===== src/rtl/fifo2gmii_tx_if.sv =====
// ----------------------------------------------------------------------------
// fifo2gmii_tx_if
//   Bundles the request/status, FWFT FIFO and GMII TX signals of the
//   video-over-UDP transmitter so that they travel as one port.
//   slave  : transmitter view (requests/FIFO head in, GMII/status/pop out)
//   master : environment view (drives requests and FIFO head, observes the rest)
// Signals
//   id, tx_start, y_info[11:0], x_info[3:0]   frame request and line/segment tags
//   fifo_dout[15:0], fifo_empty, fifo_rd_en   first-word-fall-through FIFO
//   txd[7:0], tx_en                           GMII transmit
//   busy, done, underrun                      status
// ----------------------------------------------------------------------------
interface fifo2gmii_tx_if;
  logic        id;
  logic        tx_start;
  logic [11:0] y_info;
  logic [3:0]  x_info;
  logic [15:0] fifo_dout;
  logic        fifo_empty;
  logic        fifo_rd_en;
  logic [7:0]  txd;
  logic        tx_en;
  logic        busy;
  logic        done;
  logic        underrun;

  modport slave (
    input  id, tx_start, y_info, x_info, fifo_dout, fifo_empty,
    output fifo_rd_en, txd, tx_en, busy, done, underrun
  );

  modport master (
    output id, tx_start, y_info, x_info, fifo_dout, fifo_empty,
    input  fifo_rd_en, txd, tx_en, busy, done, underrun
  );
endinterface


===== src/rtl/fifo2gmii_tx.sv =====
// ----------------------------------------------------------------------------
// fifo2gmii_tx
//   Transmit side of the video-over-UDP link. On an accepted start request it
//   drains one line segment of 16-bit pixels from a FWFT FIFO and sends one
//   GMII frame: preamble/SFD, Ethernet II, IPv4, UDP, 3-byte packet info,
//   pixel payload (hi byte first) and the CRC-32 FCS, then an inter-frame gap.
// Ports
//   clk125  : 125 MHz GMII TX clock
//   sys_rst : asynchronous active-high reset (truncates a frame in flight)
//   bus     : fifo2gmii_tx_if.slave - request, FIFO and GMII/status signals
// ----------------------------------------------------------------------------
module fifo2gmii_tx #(
  parameter logic [47:0] eth_dst    = 48'hFFFFFFFFFFFF,
  parameter logic [47:0] eth_src    = 48'h001122334455,
  parameter logic [31:0] ipv4_src   = {8'd192, 8'd168, 8'd0, 8'd2},
  parameter logic [31:0] ipv4_dst   = {8'd192, 8'd168, 8'd0, 8'd1},
  parameter logic [15:0] src_port   = 16'd12345,
  parameter logic [15:0] dst_port   = 16'd12345,
  parameter int          DATA_BYTES = 1280,
  parameter int          IFG        = 12
) (
  input  logic         clk125,
  input  logic         sys_rst,
  fifo2gmii_tx_if.slave bus
);

  typedef enum logic [2:0] {
    S_IDLE, S_PRE, S_HDR, S_INFO, S_DATA, S_FCS, S_GAP
  } state_t;

  localparam logic [15:0] IP_LEN    = 16'(31 + DATA_BYTES);
  localparam logic [15:0] UDP_LEN   = 16'(11 + DATA_BYTES);
  localparam logic [10:0] DATA_LAST = 11'(DATA_BYTES - 1);
  localparam logic [10:0] GAP_LAST  = 11'(IFG - 1);

  state_t      state_q, state_d;
  logic [10:0] cnt_q, cnt_d;       // byte counter within the current state
  logic        hole_q, hole_d;     // current pixel was substituted (FIFO empty on hi byte)

  logic [11:0] y_q;
  logic [3:0]  x_q;
  logic        id_q;
  logic [19:0] csum_q;             // unfolded IPv4 header sum, folded during the preamble
  logic [31:0] crc_q;

  logic [7:0]  txd_c;
  logic        tx_en_c, rd_en_c, und_c, done_c;
  logic [7:0]  last_oct;
  logic [15:0] ip_csum;
  logic [31:0] fcs;

  assign last_oct = ipv4_dst[7:0] + {7'd0, id_q};
  assign ip_csum  = ~csum_q[15:0];
  assign fcs      = ~crc_q;

  // Reflected CRC-32 (poly 04C11DB7) advanced by one byte, LSB first.
  function automatic logic [31:0] crc_byte(input logic [31:0] c, input logic [7:0] d);
    logic [31:0] r;
    r = c ^ {24'h0, d};
    for (int i = 0; i < 8; i++)
      r = r[0] ? ((r >> 1) ^ 32'hEDB88320) : (r >> 1);
    return r;
  endfunction

  // The ten IPv4 header words; word 5 is the checksum field itself, summed as 0.
  function automatic logic [15:0] ip_word(input logic [3:0] k, input logic [7:0] lo);
    case (k)
      4'd0:    return 16'h4500;
      4'd1:    return IP_LEN;
      4'd3:    return 16'h4000;
      4'd4:    return 16'h4011;
      4'd6:    return ipv4_src[31:16];
      4'd7:    return ipv4_src[15:0];
      4'd8:    return ipv4_dst[31:16];
      4'd9:    return {ipv4_dst[15:8], lo};
      default: return 16'h0000;
    endcase
  endfunction

  // Header byte idx counts from the first destination-MAC byte (frame byte 8).
  function automatic logic [7:0] hdr_byte(input logic [5:0] idx, input logic [15:0] ck,
                                          input logic [7:0] lo);
    int         i;
    logic [7:0] b;
    i = int'(idx);
    b = 8'h00;
    if (i < 6)
      b = eth_dst[8*(5-i) +: 8];
    else if (i < 12)
      b = eth_src[8*(11-i) +: 8];
    else
      case (i)
        12:      b = 8'h08;
        14:      b = 8'h45;
        16:      b = IP_LEN[15:8];
        17:      b = IP_LEN[7:0];
        20:      b = 8'h40;
        22:      b = 8'h40;
        23:      b = 8'h11;
        24:      b = ck[15:8];
        25:      b = ck[7:0];
        26:      b = ipv4_src[31:24];
        27:      b = ipv4_src[23:16];
        28:      b = ipv4_src[15:8];
        29:      b = ipv4_src[7:0];
        30:      b = ipv4_dst[31:24];
        31:      b = ipv4_dst[23:16];
        32:      b = ipv4_dst[15:8];
        33:      b = lo;
        34:      b = src_port[15:8];
        35:      b = src_port[7:0];
        36:      b = dst_port[15:8];
        37:      b = dst_port[7:0];
        38:      b = UDP_LEN[15:8];
        39:      b = UDP_LEN[7:0];
        default: b = 8'h00;
      endcase
    return b;
  endfunction

  always_ff @(posedge clk125 or posedge sys_rst) begin
    if (sys_rst) begin
      state_q <= S_IDLE;
      cnt_q   <= '0;
      hole_q  <= 1'b0;
    end else begin
      state_q <= state_d;
      cnt_q   <= cnt_d;
      hole_q  <= hole_d;
    end
  end

  // Frame context: re-initialised on every accepted start, so no reset needed.
  always_ff @(posedge clk125) begin
    if (state_q == S_IDLE && bus.tx_start) begin
      y_q    <= bus.y_info;
      x_q    <= bus.x_info;
      id_q   <= bus.id;
      csum_q <= '0;
      crc_q  <= 32'hFFFFFFFF;
    end
    // Preamble cycles 0-4 add two header words each; later cycles fold the carries.
    if (state_q == S_PRE) begin
      if (cnt_q < 11'd5)
        csum_q <= csum_q + {4'h0, ip_word({cnt_q[2:0], 1'b0}, last_oct)}
                         + {4'h0, ip_word({cnt_q[2:0], 1'b1}, last_oct)};
      else
        csum_q <= {4'h0, csum_q[15:0]} + {16'h0, csum_q[19:16]};
    end
    if (state_q inside {S_HDR, S_INFO, S_DATA})
      crc_q <= crc_byte(crc_q, txd_c);
  end

  always_comb begin
    state_d = state_q;
    cnt_d   = cnt_q + 11'd1;
    hole_d  = hole_q;
    txd_c   = 8'h00;
    tx_en_c = 1'b0;
    rd_en_c = 1'b0;
    und_c   = 1'b0;
    done_c  = 1'b0;
    case (state_q)
      S_IDLE: begin
        cnt_d = '0;
        if (bus.tx_start) state_d = S_PRE;
      end
      S_PRE: begin
        tx_en_c = 1'b1;
        txd_c   = (cnt_q == 11'd7) ? 8'hD5 : 8'h55;
        if (cnt_q == 11'd7) begin
          state_d = S_HDR;
          cnt_d   = '0;
        end
      end
      S_HDR: begin
        tx_en_c = 1'b1;
        txd_c   = hdr_byte(cnt_q[5:0], ip_csum, last_oct);
        if (cnt_q == 11'd41) begin
          state_d = S_INFO;
          cnt_d   = '0;
        end
      end
      S_INFO: begin
        tx_en_c = 1'b1;
        case (cnt_q[1:0])
          2'd0:    txd_c = 8'h00;
          2'd1:    txd_c = y_q[7:0];
          default: txd_c = {x_q, y_q[11:8]};
        endcase
        if (cnt_q == 11'd2) begin
          state_d = S_DATA;
          cnt_d   = '0;
          hole_d  = 1'b0;
        end
      end
      S_DATA: begin
        tx_en_c = 1'b1;
        if (!cnt_q[0]) begin
          // Hi byte decides for the whole pixel; a hole keeps the frame length fixed.
          hole_d = bus.fifo_empty;
          und_c  = bus.fifo_empty;
          txd_c  = bus.fifo_empty ? 8'h00 : bus.fifo_dout[15:8];
        end else begin
          txd_c   = hole_q ? 8'h00 : bus.fifo_dout[7:0];
          rd_en_c = !hole_q && !bus.fifo_empty;
        end
        if (cnt_q == DATA_LAST) begin
          state_d = S_FCS;
          cnt_d   = '0;
        end
      end
      S_FCS: begin
        tx_en_c = 1'b1;
        case (cnt_q[1:0])
          2'd0:    txd_c = fcs[7:0];
          2'd1:    txd_c = fcs[15:8];
          2'd2:    txd_c = fcs[23:16];
          default: txd_c = fcs[31:24];
        endcase
        if (cnt_q == 11'd3) begin
          state_d = S_GAP;
          cnt_d   = '0;
        end
      end
      S_GAP: begin
        if (cnt_q == GAP_LAST) begin
          done_c  = 1'b1;
          state_d = S_IDLE;
          cnt_d   = '0;
        end
      end
      default: begin
        state_d = S_IDLE;
        cnt_d   = '0;
      end
    endcase
  end

  assign bus.txd        = txd_c;
  assign bus.tx_en      = tx_en_c;
  assign bus.fifo_rd_en = rd_en_c;
  assign bus.underrun   = und_c;
  assign bus.done       = done_c;
  assign bus.busy       = (state_q != S_IDLE);

endmodule

===== src/flat_wrapper.sv =====
// flat-port wrapper written by rule: the top's interface ports become plain ports
module fifo2gmii_tx_flat 
#(
  parameter logic [47:0] eth_dst    = 48'hFFFFFFFFFFFF,
  parameter logic [47:0] eth_src    = 48'h001122334455,
  parameter logic [31:0] ipv4_src   = {8'd192, 8'd168, 8'd0, 8'd2},
  parameter logic [31:0] ipv4_dst   = {8'd192, 8'd168, 8'd0, 8'd1},
  parameter logic [15:0] src_port   = 16'd12345,
  parameter logic [15:0] dst_port   = 16'd12345,
  parameter int          DATA_BYTES = 1280,
  parameter int          IFG        = 12
)
  (clk125, sys_rst, bus_id, bus_tx_start, bus_y_info, bus_x_info, bus_fifo_dout, bus_fifo_empty, bus_fifo_rd_en, bus_txd, bus_tx_en, bus_busy, bus_done, bus_underrun);
  fifo2gmii_tx_if bus_i ();
  input  logic clk125;
  input  logic sys_rst;
  input wire logic [$bits(bus_i.id)-1:0] bus_id;
  input wire logic [$bits(bus_i.tx_start)-1:0] bus_tx_start;
  input wire logic [$bits(bus_i.y_info)-1:0] bus_y_info;
  input wire logic [$bits(bus_i.x_info)-1:0] bus_x_info;
  input wire logic [$bits(bus_i.fifo_dout)-1:0] bus_fifo_dout;
  input wire logic [$bits(bus_i.fifo_empty)-1:0] bus_fifo_empty;
  output wire logic [$bits(bus_i.fifo_rd_en)-1:0] bus_fifo_rd_en;
  output wire logic [$bits(bus_i.txd)-1:0] bus_txd;
  output wire logic [$bits(bus_i.tx_en)-1:0] bus_tx_en;
  output wire logic [$bits(bus_i.busy)-1:0] bus_busy;
  output wire logic [$bits(bus_i.done)-1:0] bus_done;
  output wire logic [$bits(bus_i.underrun)-1:0] bus_underrun;
  assign bus_i.id = bus_id;
  assign bus_i.tx_start = bus_tx_start;
  assign bus_i.y_info = bus_y_info;
  assign bus_i.x_info = bus_x_info;
  assign bus_i.fifo_dout = bus_fifo_dout;
  assign bus_i.fifo_empty = bus_fifo_empty;
  assign bus_fifo_rd_en = bus_i.fifo_rd_en;
  assign bus_txd = bus_i.txd;
  assign bus_tx_en = bus_i.tx_en;
  assign bus_busy = bus_i.busy;
  assign bus_done = bus_i.done;
  assign bus_underrun = bus_i.underrun;
  fifo2gmii_tx #(.eth_dst(eth_dst), .eth_src(eth_src), .ipv4_src(ipv4_src), .ipv4_dst(ipv4_dst), .src_port(src_port), .dst_port(dst_port), .DATA_BYTES(DATA_BYTES), .IFG(IFG)) u_core (.clk125(clk125), .sys_rst(sys_rst), .bus(bus_i));
endmodule

===== config.mk =====
export PLATFORM = sky130hd
export DESIGN_NAME = fifo2gmii_tx_flat
export DESIGN_NICKNAME = d
export VERILOG_FILES = /design/src/rtl/fifo2gmii_tx_if.sv /design/src/rtl/fifo2gmii_tx.sv /design/src/flat_wrapper.sv
export SDC_FILE = /design/constraint.sdc
export NUM_CORES = 1
export LEC_CHECK = 0
export BUFFER_PORTS_ARGS = -buffer_cell sky130_fd_sc_hd__buf_2
export CAP_MARGIN = 5
export CELL_PAD_IN_SITES_DETAIL_PLACEMENT = 1
export CELL_PAD_IN_SITES_GLOBAL_PLACEMENT = 1
export CORE_MARGIN = 10
export CORE_UTILIZATION = 44
export CTS_BUF_LIST = sky130_fd_sc_hd__clkbuf_16
export DETAILED_ROUTE_END_ITERATION = 6
export PLACE_DENSITY_LB_ADDON = 0.12
export SYNTH_ARGS = -nofsm -noshare
export SYNTH_HDL_FRONTEND = slang
export SYNTH_SLANG_ARGS = --single-unit

===== constraint.sdc =====
create_clock -name clk125 -period 4.1 [get_ports clk125]
set_input_delay 0.82 -clock clk125 [delete_from_list [all_inputs] [get_ports clk125]]
set_output_delay 0.82 -clock clk125 [all_outputs]
set_load 0.02 [all_outputs]

# [After elaboration in Yosys (flattened, before gate mapping)]
# Index checks and enable logic that the tools add are counted.
# W data, S select, Z words.
[totals] output_inout_bits=13 register_bits=84 romBits=0 memories=0 latch_bits=0 ram_bits=0
[classes] n_addsub=7 div=0 order_cmp=3 muxes=54 mul=0 n_reduce_logical=22 bitwise_logic=11 eq_ne=47 shifts=2
[ops] op="$mux W32" count=10
[ops] op="$pmux W8 S15" count=1
[ops] op="$not A13 Y14" count=8
[ops] op="$shiftx A48 B32 Y8 const A" count=2
[ops] op="$eq A6 B5 Y1 const B" count=12
[ops] op="$mux W11" count=6
[ops] op="$pmux W11 S6" count=1
[ops] op="$mux W16" count=4
[ops] op="$mux W20" count=3
[ops] op="$pmux W15 S4" count=1
[ops] op="$mux W8" count=6
[ops] op="$pmux W16 S3" count=1
[ops] op="$eq A6 B6 Y1 const B" count=7
[ops] op="$add A20 B16 Y20" count=2
[ops] op="$pmux W8 S5" count=1
[ops] op="$not A32 Y32" count=1
[ops] op="$xor A32 B8 Y32" count=1
[ops] op="$pmux W8 S3" count=1
[ops] op="$eq A11 B2 Y1 const B" count=2
[ops] op="$mux W3" count=7
[ops] op="$pmux W3 S7" count=1
[ops] op="$add A16 B4 Y17" count=1
[ops] op="$not A16 Y16" count=1
[ops] op="$pmux W8 S2" count=1
[ops] op="31 further kinds" count=65

# [Depth between registers and ports, before layout]
# Gate-level depths: netlist of run 1.
[logic_depth] word_depth=24 ltp_mapped=19

# [Worst setup path after synthesis of run 1]
# No wires, ideal clock.
[synth_timing] path_type="register -> register" startpoint="register u_core.cnt_q[1]" endpoint="register u_core.csum_q[19] (data pin)" required_time_ps=3839 path_buffers=3 path_stages_with_launch=18 setup_slack_ps=28 t_arrival_ps=3811 path_cell_list="dfrtp_1 ha_1 buf_2 buf_1 clkbuf_1 mux2_2 fa_1 ha_1 a21oi_1 o21bai_1 a21oi_1 o21bai_1 a31oi_1 o21ai_0 a31o_2 a21oi_1 or3_1 a21oi_1"
[synth_between] elab_chain_cells=9 word_cells_on_any_way=17
[synth_rtl] item="from (decl)" line="fifo2gmii_tx.sv:37" rtl="logic [10:0] cnt_q, cnt_d;"
[synth_rtl] item="from (signal assigned)" line="fifo2gmii_tx.sv:128" rtl="cnt_q <= cnt_d;"
[synth_rtl] item="$eq A3 B2 Y1 or $eq A3 B3 Y1 (tied branches)" line="fifo2gmii_tx.sv:67" rtl="case (k)"
[synth_rtl] item="$reduce_or A2 Y1 (no line)"
[synth_rtl] item="$pmux W16 S3" line="fifo2gmii_tx.sv:67"
[synth_rtl] item="$mux W16" line="fifo2gmii_tx.sv:144" rtl="if (cnt_q < 11'd5)"
[synth_rtl] item="$mux W16" line="fifo2gmii_tx.sv:143" rtl="if (state_q == S_PRE) begin"
[synth_rtl] item="$add A20 B16 Y20" line="fifo2gmii_tx.sv:145" rtl="csum_q <= csum_q + {4'h0, ip_word({cnt_q[2:0], 1'b0}, last_oct)}"
[synth_rtl] item="$add A20 B16 Y20" line="fifo2gmii_tx.sv:146" rtl="+ {4'h0, ip_word({cnt_q[2:0], 1'b1}, last_oct)};"
[synth_rtl] item="$mux W20 (*)" line="fifo2gmii_tx.sv:144"
[synth_rtl] item="$mux W20 (*)" line="fifo2gmii_tx.sv:143"
[synth_rtl] item="to (signal assigned)" line="fifo2gmii_tx.sv:145"
[synth_rtl] item="to (signal assigned)" line="fifo2gmii_tx.sv:148" rtl="csum_q <= {4'h0, csum_q[15:0]} + {16'h0, csum_q[19:16]};"
[synth_rtl] item="to (decl)" line="fifo2gmii_tx.sv:43" rtl="logic [19:0] csum_q;"
# Mark *: on every way between the ends. The rest lies on a longest branch, timed or not. The select of a mux whose other input is x is not followed.
# A chain may end at the register's enable or synchronous reset.

# [Final worst setup path of run 1]
[layout_timing] startpoint="register u_core.cnt_q[3]" endpoint="output port bus_txd[4]"
[layout_between] elab_chain_cells=6 word_cells_on_any_way=37
[layout_rtl] item="branches (longest 4 deep; another with $sub A4 B6 Y7)"
[layout_rtl] item="$mux W8 (*)" line="fifo2gmii_tx.sv:87" rtl="if (i < 6)"
[layout_rtl] item="$pmux W8 S5 (*)" line="fifo2gmii_tx.sv:163" rtl="case (state_q)"
[layout_rtl] item="to (decl)" line="flat_wrapper.sv:24" rtl="output wire logic [$bits(bus_i.txd)-1:0] bus_txd;"
# Every way passes the cells marked *.

==> results of run 1 <==
[final timing paths]
kind	to	start	depth (start not counted)
hold / removal	u_core.cnt_q[10]$_DFF_PP0_	sys_rst	2
hold reg to reg	u_core.cnt_q[6]$_DFF_PP0_	u_core.cnt_q[6]$_DFF_PP0_	1
setup / recovery	bus_txd[4]	u_core.cnt_q[3]$_DFF_PP0_	8
min in group clk125	u_core.cnt_q[6]$_DFF_PP0_	u_core.cnt_q[6]$_DFF_PP0_	1
max in group asynchronous	u_core.cnt_q[3]$_DFF_PP0_	sys_rst	2
setup reg to reg	u_core.crc_q[2]$_SDFFCE_PN1P_	u_core.cnt_q[3]$_DFF_PP0_	12
[routing by layer]
metal  GRT usage, %  wire length [um]
met1           24.7              8380
met2           33.4              9760
met3           3.24               768
met4           7.33               462
met5              0                 0
[power by group]
group / switching, mW / internal, mW
clock network: 0.390 / 0.544
logic: 0.0132 / 0.0159
registers: 0 / 0.914
[synthesized netlist by cell type, drive strengths merged (4+ instances only)]
cell,n,area (um^2)
nand2,83,312
edfxtp,69,2070
xnor2,62,577
nor2,61,229
xor2,38,502
ha,35,438
inv,32,120
a21oi,28,148
o21ai,25,125
a211oi,19,160
o22ai,19,119
buf,18,93.8
dfrtp,15,375
nand3,15,75.1
clkbuf,14,52.6
nor3,13,70.1
nand2b,10,65.1
a22oi,9,67.6
a31oi,8,50.1
and3,7,43.8
nand4,7,43.8
nor2b,7,43.8
fa,6,120
o21bai,6,45.0
a21o,5,37.5
and2,5,31.3
or3,5,31.3
mux2i,4,40.0
o221ai,4,35.0
or4,4,37.5
[timing repair]
action	CTS	global route
hold buffers	0	0
setup endpoints to repair	0	20
gates resized for setup	0	12
[flip-flops by register name, indices dropped and copies added, names as in the netlist]
register        count
u_core.state_q      3
u_core.y_q         12
u_core.crc_q       32
u_core.csum_q      20
u_core.cnt_q       11
u_core.id_q         1
u_core.x_q          4
u_core.hole_q       1
[cell type report]
| class | count | share of cell area [%] |
|---|---|---|
| Clock buffer | 9 | 2.96 |
| Clock inverter | 7 | 1.38 |
| Inverter | 32 | 1.58 |
| Multi-Input combinational cell | 531 | 51.6 |
| Sequential cell | 84 | 32.2 |
| Tap cell | 184 | 3.02 |
| Timing Repair Buffer | 87 | 7.30 |
[worst max-delay path: cells and delay by family, from the launching register on]
family                   cells  cell delay, ns
flip-flops                   1            0.47
buffers and inverters        2            0.33
adder cells (fa/ha/maj)      1            0.32
AO/OA/AOI/OAI                2            0.68
AND/OR/NAND/NOR              3            0.99
[cell families (layout without fill, tap and decap cells)]
kind of cell	after synthesis	count (layout)	share of synthesized area [%]
XOR/XNOR	104	104	17.7
flip-flops	84	84	37.1
AO/OA/AOI/OAI	150	150	15.5
AND/OR/NAND/NOR	228	228	16.2
other	1	2	0.0568
buffers and inverters	64	135	4.04
adder cells (fa/ha/maj)	41	41	8.45
multiplexers	6	6	0.948
[layout by cell type (no fill, tap or decap), drive strengths merged, types with 3 or more instances in the layout]
cell type and instances:
or4 4, xnor3 3, nor2b 7, or3 5, dfrtp 15, a21o 5, inv 35, o21bai 6
nor3 13, nand2b 10, nand2 83, nor3b 3, xor2 38, edfxtp 69, mux2i 4, a211oi 19
o22ai 19, and3 7, o221ai 4, o32ai 3, nand3 15, xnor2 62, and2 5, fa 6
ha 35, o22a 3, buf 87, nand4 7, clkbuf 9, nor2 61, a21oi 28, o21ai 25
a22oi 9, a31oi 8
[through the flow]
step	hold slack, ns	cell area, um^2	utilization, %
after floorplan	0.476	6610	-
after global placement	0.501	7240	49.5
after detailed placement	0.526	7240	49.5
after CTS	0.532	7570	51.7
after global routing	0.559	7610	52.0
final	0.507	7610	52.0
==> results.txt, run 1 <==
asr flop ratio synth -> 17.9%
remaining global-route overflow -> 0
Max Cap Viol -> 0
critical-path cell list -> inv_1 > ha_1 > a22oi_1 > nor2_1 > or3_1 > o41a_1 > or4_4 > buf_2
first-pass GRT wire length -> 31,400 um
Clock Skew -> 0.00865 ns
I/O pin cnt -> 50
CP startpoint kind -> flip-flop
total negative slack -> 0 ns
Warnings, synthesis -> 0
status -> finished clean
vias in the first global route -> 5,787
Post-synth EDFFs -> 69
FF+latch area -> 2450 um^2
filler instances -> 1,657
CP Data Arrival Time -> 3.14 ns
Slew HR -> 44.6%
Initial Util -> 45.1%
drt via density -> 5.70
Final ANT Viol Nets -> 0
Total GRT Usage -> 19.7%
DIE WIDTH -> 142 um
Avg WL per Cell -> 20.7 um
RSZ-0062 raised after global routing -> false
Post-Place Cells -> 918
CP endpoint kind -> output port
Crit path required time -> 3.28 ns
Worst Setup Slack, final -> 0.140 ns
DR vias -> 5,325
1st-pass router iterations -> 5
ys flop type -> edfxtp_1
clk_lat worst skew -> 0.36 ns
CP max stage cell -> or4_4
Critical Setup Path Class -> flip-flop to output port
initial antenna violation count -> 0
# setup viols final -> 0
cell count after synthesis -> 678
layout cells sized above 1 -> 19.3%
pin count of the biggest net entering global routing -> 33
Clk pin slew, worst setup/hold paths -> 0.07 ns
fin crit period -> 3.96 ns
Core Box Area -> 14,600 um^2
die area -> 20,300 um^2
clock sinks -> 84
reg2reg setup slack -> 0.22 ns
VDD IR-drop max -> 0.187 mV
Max Fanout on Critical Path -> 8
Cell Area, Synth -> 6600 um^2
CTS root buf -> clkbuf_16
max frequency -> 253 MHz
FF+latch count, synth -> 84
Syn Area/Cell -> 9.74 um^2
fin crit share -> 96.6%
Die H -> 142 um
GP Congestion -> 0.904
final net count -> 823
Hold Crit Class -> input port to asynchronous set/reset pin
Area Growth Syn to Fin -> 15.4%
DRT Wirelength -> 19,400 um
clk buf depth -> 2
Slew Viols, Final -> 0
fin cells -> 934
Yosys cell types -> 72
Post-route DRC -> 0
Crit path largest cell delay -> 0.58 ns
Cell Rows -> 44
Hold Fails Final Rpt -> 0
initial drt markers -> 305
worst slack at placement -> 0.0323 ns
CTS tree -> done
pwr dens -> 246 nW/um^2
slew of the pin with the lowest slew margin -> 0.831 ns
leakage power figure -> 3.23 nW
Total Power -> 1.88 mW
sequential share of the synthesized area -> 37.1%
Inserted Diodes -> 0
area of the multi-input gates -> 3930 um^2
H-tree levels -> 3
PortBufs -> 49
post-CTS setup buffers -> 0
CTS buffer count -> 9
hpwl dp -> 14,900 um
Note: power is estimated with default switching activity, not from simulation.
==> run 2: changes to the inputs <==
Settings changed: CORE_MARGIN 10 to unset.
==> run 2 against run 1 <==
Compared with the run above:
- routed wire length rose by 0.49%
- power down 4.3%
- first-iteration DRC count decreased by 30%
- clock-buffer cell count unchanged
- fmax down 0.45%
- sequential cell count did not move
- clock skew hardly changed
- combinational power about the same
- via count is 1.0% higher
- sequential power hardly changed
- setup slack lost 0.018 ns
- utilization up 0.19 points
- largest power group is now registers
==> results.txt, run 2 (synthesized netlist as in run 1, its figures left out) <==
GP Congestion -> 0.895 (-1.0%)
clk_lat worst skew -> 0.35 ns (about the same)
CP startpoint kind -> flip-flop
Avg WL per Cell -> 20.7 um (about the same)
pwr dens -> 236 nW/um^2 (-4.3%)
commonest cells after routing, fill and taps aside -> 83 x nand2_1, 69 x edfxtp_1, 61 x nor2_1
Clk pin slew, worst setup/hold paths -> 0.07 ns (about the same)
fin crit share -> 97.0% (+0.43 points)
Cell Rows -> 44 (unchanged)
status -> finished clean
fin crit period -> 3.98 ns (+0.0178 ns)
1st-pass router iterations -> 5 (unchanged)
crit path launch -> u_core.cnt_q[1]$_DFF_PP0_
drt via density -> 5.73 (+0.49%)
Seq pwr share -> 50.9% (+2.2 points)
Final ANT Viol Nets -> 0 (unchanged)
initial drt markers -> 214 (-30%)
PortBufs -> 49 (unchanged)
Max Cap Viol -> 0 (unchanged)
Slew HR -> 45.7% (+1.2 points)
DRT Wirelength -> 19,500 um (+0.49%)
switching share of power -> 21.7% (+0.21 points)
largest reg by FF count -> u_core.crc_q
first-pass GRT wire length -> 31,500 um (+0.40%)
path depth of the worst reg2reg path -> 16 (+4)
VDD IR-drop max -> 0.160 mV (-15%)
Clock Skew -> 0.00817 ns (-0.000482 ns)
Initial Util -> 45.2% (+0.17 points)
area of the multi-input gates -> 3940 um^2 (+0.13%)
CTS root buf -> clkbuf_16
max FFs per register -> 32 (unchanged)
die area -> 15,500 um^2 (-24%)
H-tree levels -> 3 (unchanged)
Worst Setup Slack, final -> 0.123 ns (-0.0178 ns)
Reg-to-Reg End -> u_core.crc_q[3]$_SDFFCE_PN1P_
slew of the pin with the lowest slew margin -> 0.814 ns (-0.0175 ns)
clock power share -> 47.5% (-2.2 points)
Core Box Area -> 14,600 um^2 (-0.38%)
FF+latch area -> 2450 um^2 (about the same)
Final Hold Slack -> 0.520 ns (+0.0132 ns)
worst slack at placement -> -0.0404 ns (-0.0727 ns)
Inserted Diodes -> 0 (unchanged)
Critical Setup Path Class -> flip-flop to output port
Total GRT Usage -> 26.2% (+6.4 points)
CTS buffer count -> 9 (unchanged)
reg2reg setup slack -> 0.22 ns (about the same)
Crit path required time -> 3.28 ns (about the same)
clk buf depth -> 2 (unchanged)
initial antenna violation count -> 0 (unchanged)
Post-route DRC -> 0 (unchanged)
remaining global-route overflow -> 0 (unchanged)
most common cell after layout, fill and taps aside -> nand2_1
Final Core Density -> 52.2% (+0.19 points)
DR vias -> 5,380 (+1.0%)
clock sinks -> 84 (unchanged)
CTS tree -> done
I/O pin cnt -> 50 (unchanged)
# setup viols final -> 0 (unchanged)
FF-to-FF Start -> u_core.cnt_q[1]$_DFF_PP0_
vias in the first global route -> 5,819 (+0.55%)
internal power -> 1.41 mW (-4.6%)
RSZ-0062 raised after global routing -> true
Die H -> 124 um (-13%)
Max Fanout on Critical Path -> 10 (+2)
Hold Buf Count CTS -> 0 (unchanged)
CP Data Arrival Time -> 3.16 ns (+0.02 ns)
CP endpoint kind -> output port
filler instances -> 1,657 (unchanged)
Critical Path End -> bus_txd[5]
final net count -> 828 (+0.61%)
biggest regs -> u_core.crc_q x32, u_core.csum_q x20, u_core.y_q x12
Hold Fails Final Rpt -> 0 (unchanged)
Hold Crit Class -> input port to asynchronous set/reset pin
Area Growth Syn to Fin -> 15.3% (about the same)
fin cells -> 939 (+0.54%)
Comb pwr share -> 1.6% (about the same)
Post-Place Cells -> 922 (+0.44%)
pin count of the biggest net entering global routing -> 33 (unchanged)
max frequency -> 251 MHz (-0.45%)
Slew Viols, Final -> 0 (unchanged)
leakage power figure -> 3.23 nW (about the same)
hpwl dp -> 14,800 um (-1.0%)
layout cells sized above 1 -> 19.2% (-0.13 points)
Total Power -> 1.80 mW (-4.3%)
Switch Pwr -> 0.389 mW (-3.4%)
DIE WIDTH -> 124 um (-13%)
-- run 2: per-layer routing --
metal	routed length [um]	up-vias	GRT usage [%]
met5	0	-	0
met4	494	0	10.8
met3	464	29	2.58
met2	9630	85	44.4
met1	8870	2709	34.0
li1	-	2557	-
-- run 2: worst max-delay path, cell delays in order, from the launching register on --
cell and delay (ns):
dfrtp_1 0.41, inv_1 0.08, buf_4 0.16, ha_1 0.20, buf_4 0.19, inv_1 0.32
buf_4 0.22, o22ai_1 0.08, o21bai_1 0.19, o21ai_0 0.17, o21ai_0 0.10, a311o_1 0.47
buf_2 0.22
-- run 2: how the worst min path moves through the flow --
stage / from / to / slack [ns] / cells past startpoint
6_report: sys_rst / u_core.cnt_q[1]$_DFF_PP0_ / 0.52 / 2
5_1_grt: sys_rst / u_core.cnt_q[9]$_DFF_PP0_ / 0.57 / 2
4_1_cts: sys_rst / u_core.cnt_q[1]$_DFF_PP0_ / 0.53 / 2
3_5_place_dp: u_core.cnt_q[6]$_DFF_PP0_ / u_core.cnt_q[6]$_DFF_PP0_ / 0.52 / 1
3_3_place_gp: u_core.cnt_q[6]$_DFF_PP0_ / u_core.cnt_q[6]$_DFF_PP0_ / 0.50 / 1
2_1_floorplan: u_core.cnt_q[6]$_DFF_PP0_ / u_core.cnt_q[6]$_DFF_PP0_ / 0.48 / 1
-- run 2: area by class of cell --
cell class | count | area share (%)
inverter | 32 | 1.58
sequential | 84 | 32.1
multi-input combinational | 531 | 51.7
tap | 184 | 3.02
clock inverter | 7 | 0.986
timing repair buffer | 92 | 7.63
clock buffer | 9 | 2.96
-- run 2: per-stage QoR --
| step | instance area [um^2] | setup TNS, ns |
|---|---|---|
| floorplan | 6610 | 0 |
| global route | 7610 | -0.0369 |
| detailed placement | 7250 | -0.0404 |
| CTS | 7550 | 0 |
| global placement | 7250 | 0 |
| finish | 7610 | 0 |
-- run 2: power by group through the flow --
stage / clock network (mW) / logic [mW] / registers [mW]
2_1_floorplan: 0 / 0.00865 / 0.933
3_3_place_gp: 0 / 0.0271 / 0.933
6_report: 0.853 / 0.0287 / 0.914
4_1_cts: 0.867 / 0.0286 / 0.914
3_5_place_dp: 0 / 0.0285 / 0.933
5_1_grt: 0.894 / 0.0319 / 0.913
-- run 2: what timing repair did --
action	CTS	global route
buffers inserted	0	1
resized for setup	1	7
pin swaps	0	0
setup endpoints to repair	2	18
hold endpoints to repair	0	0
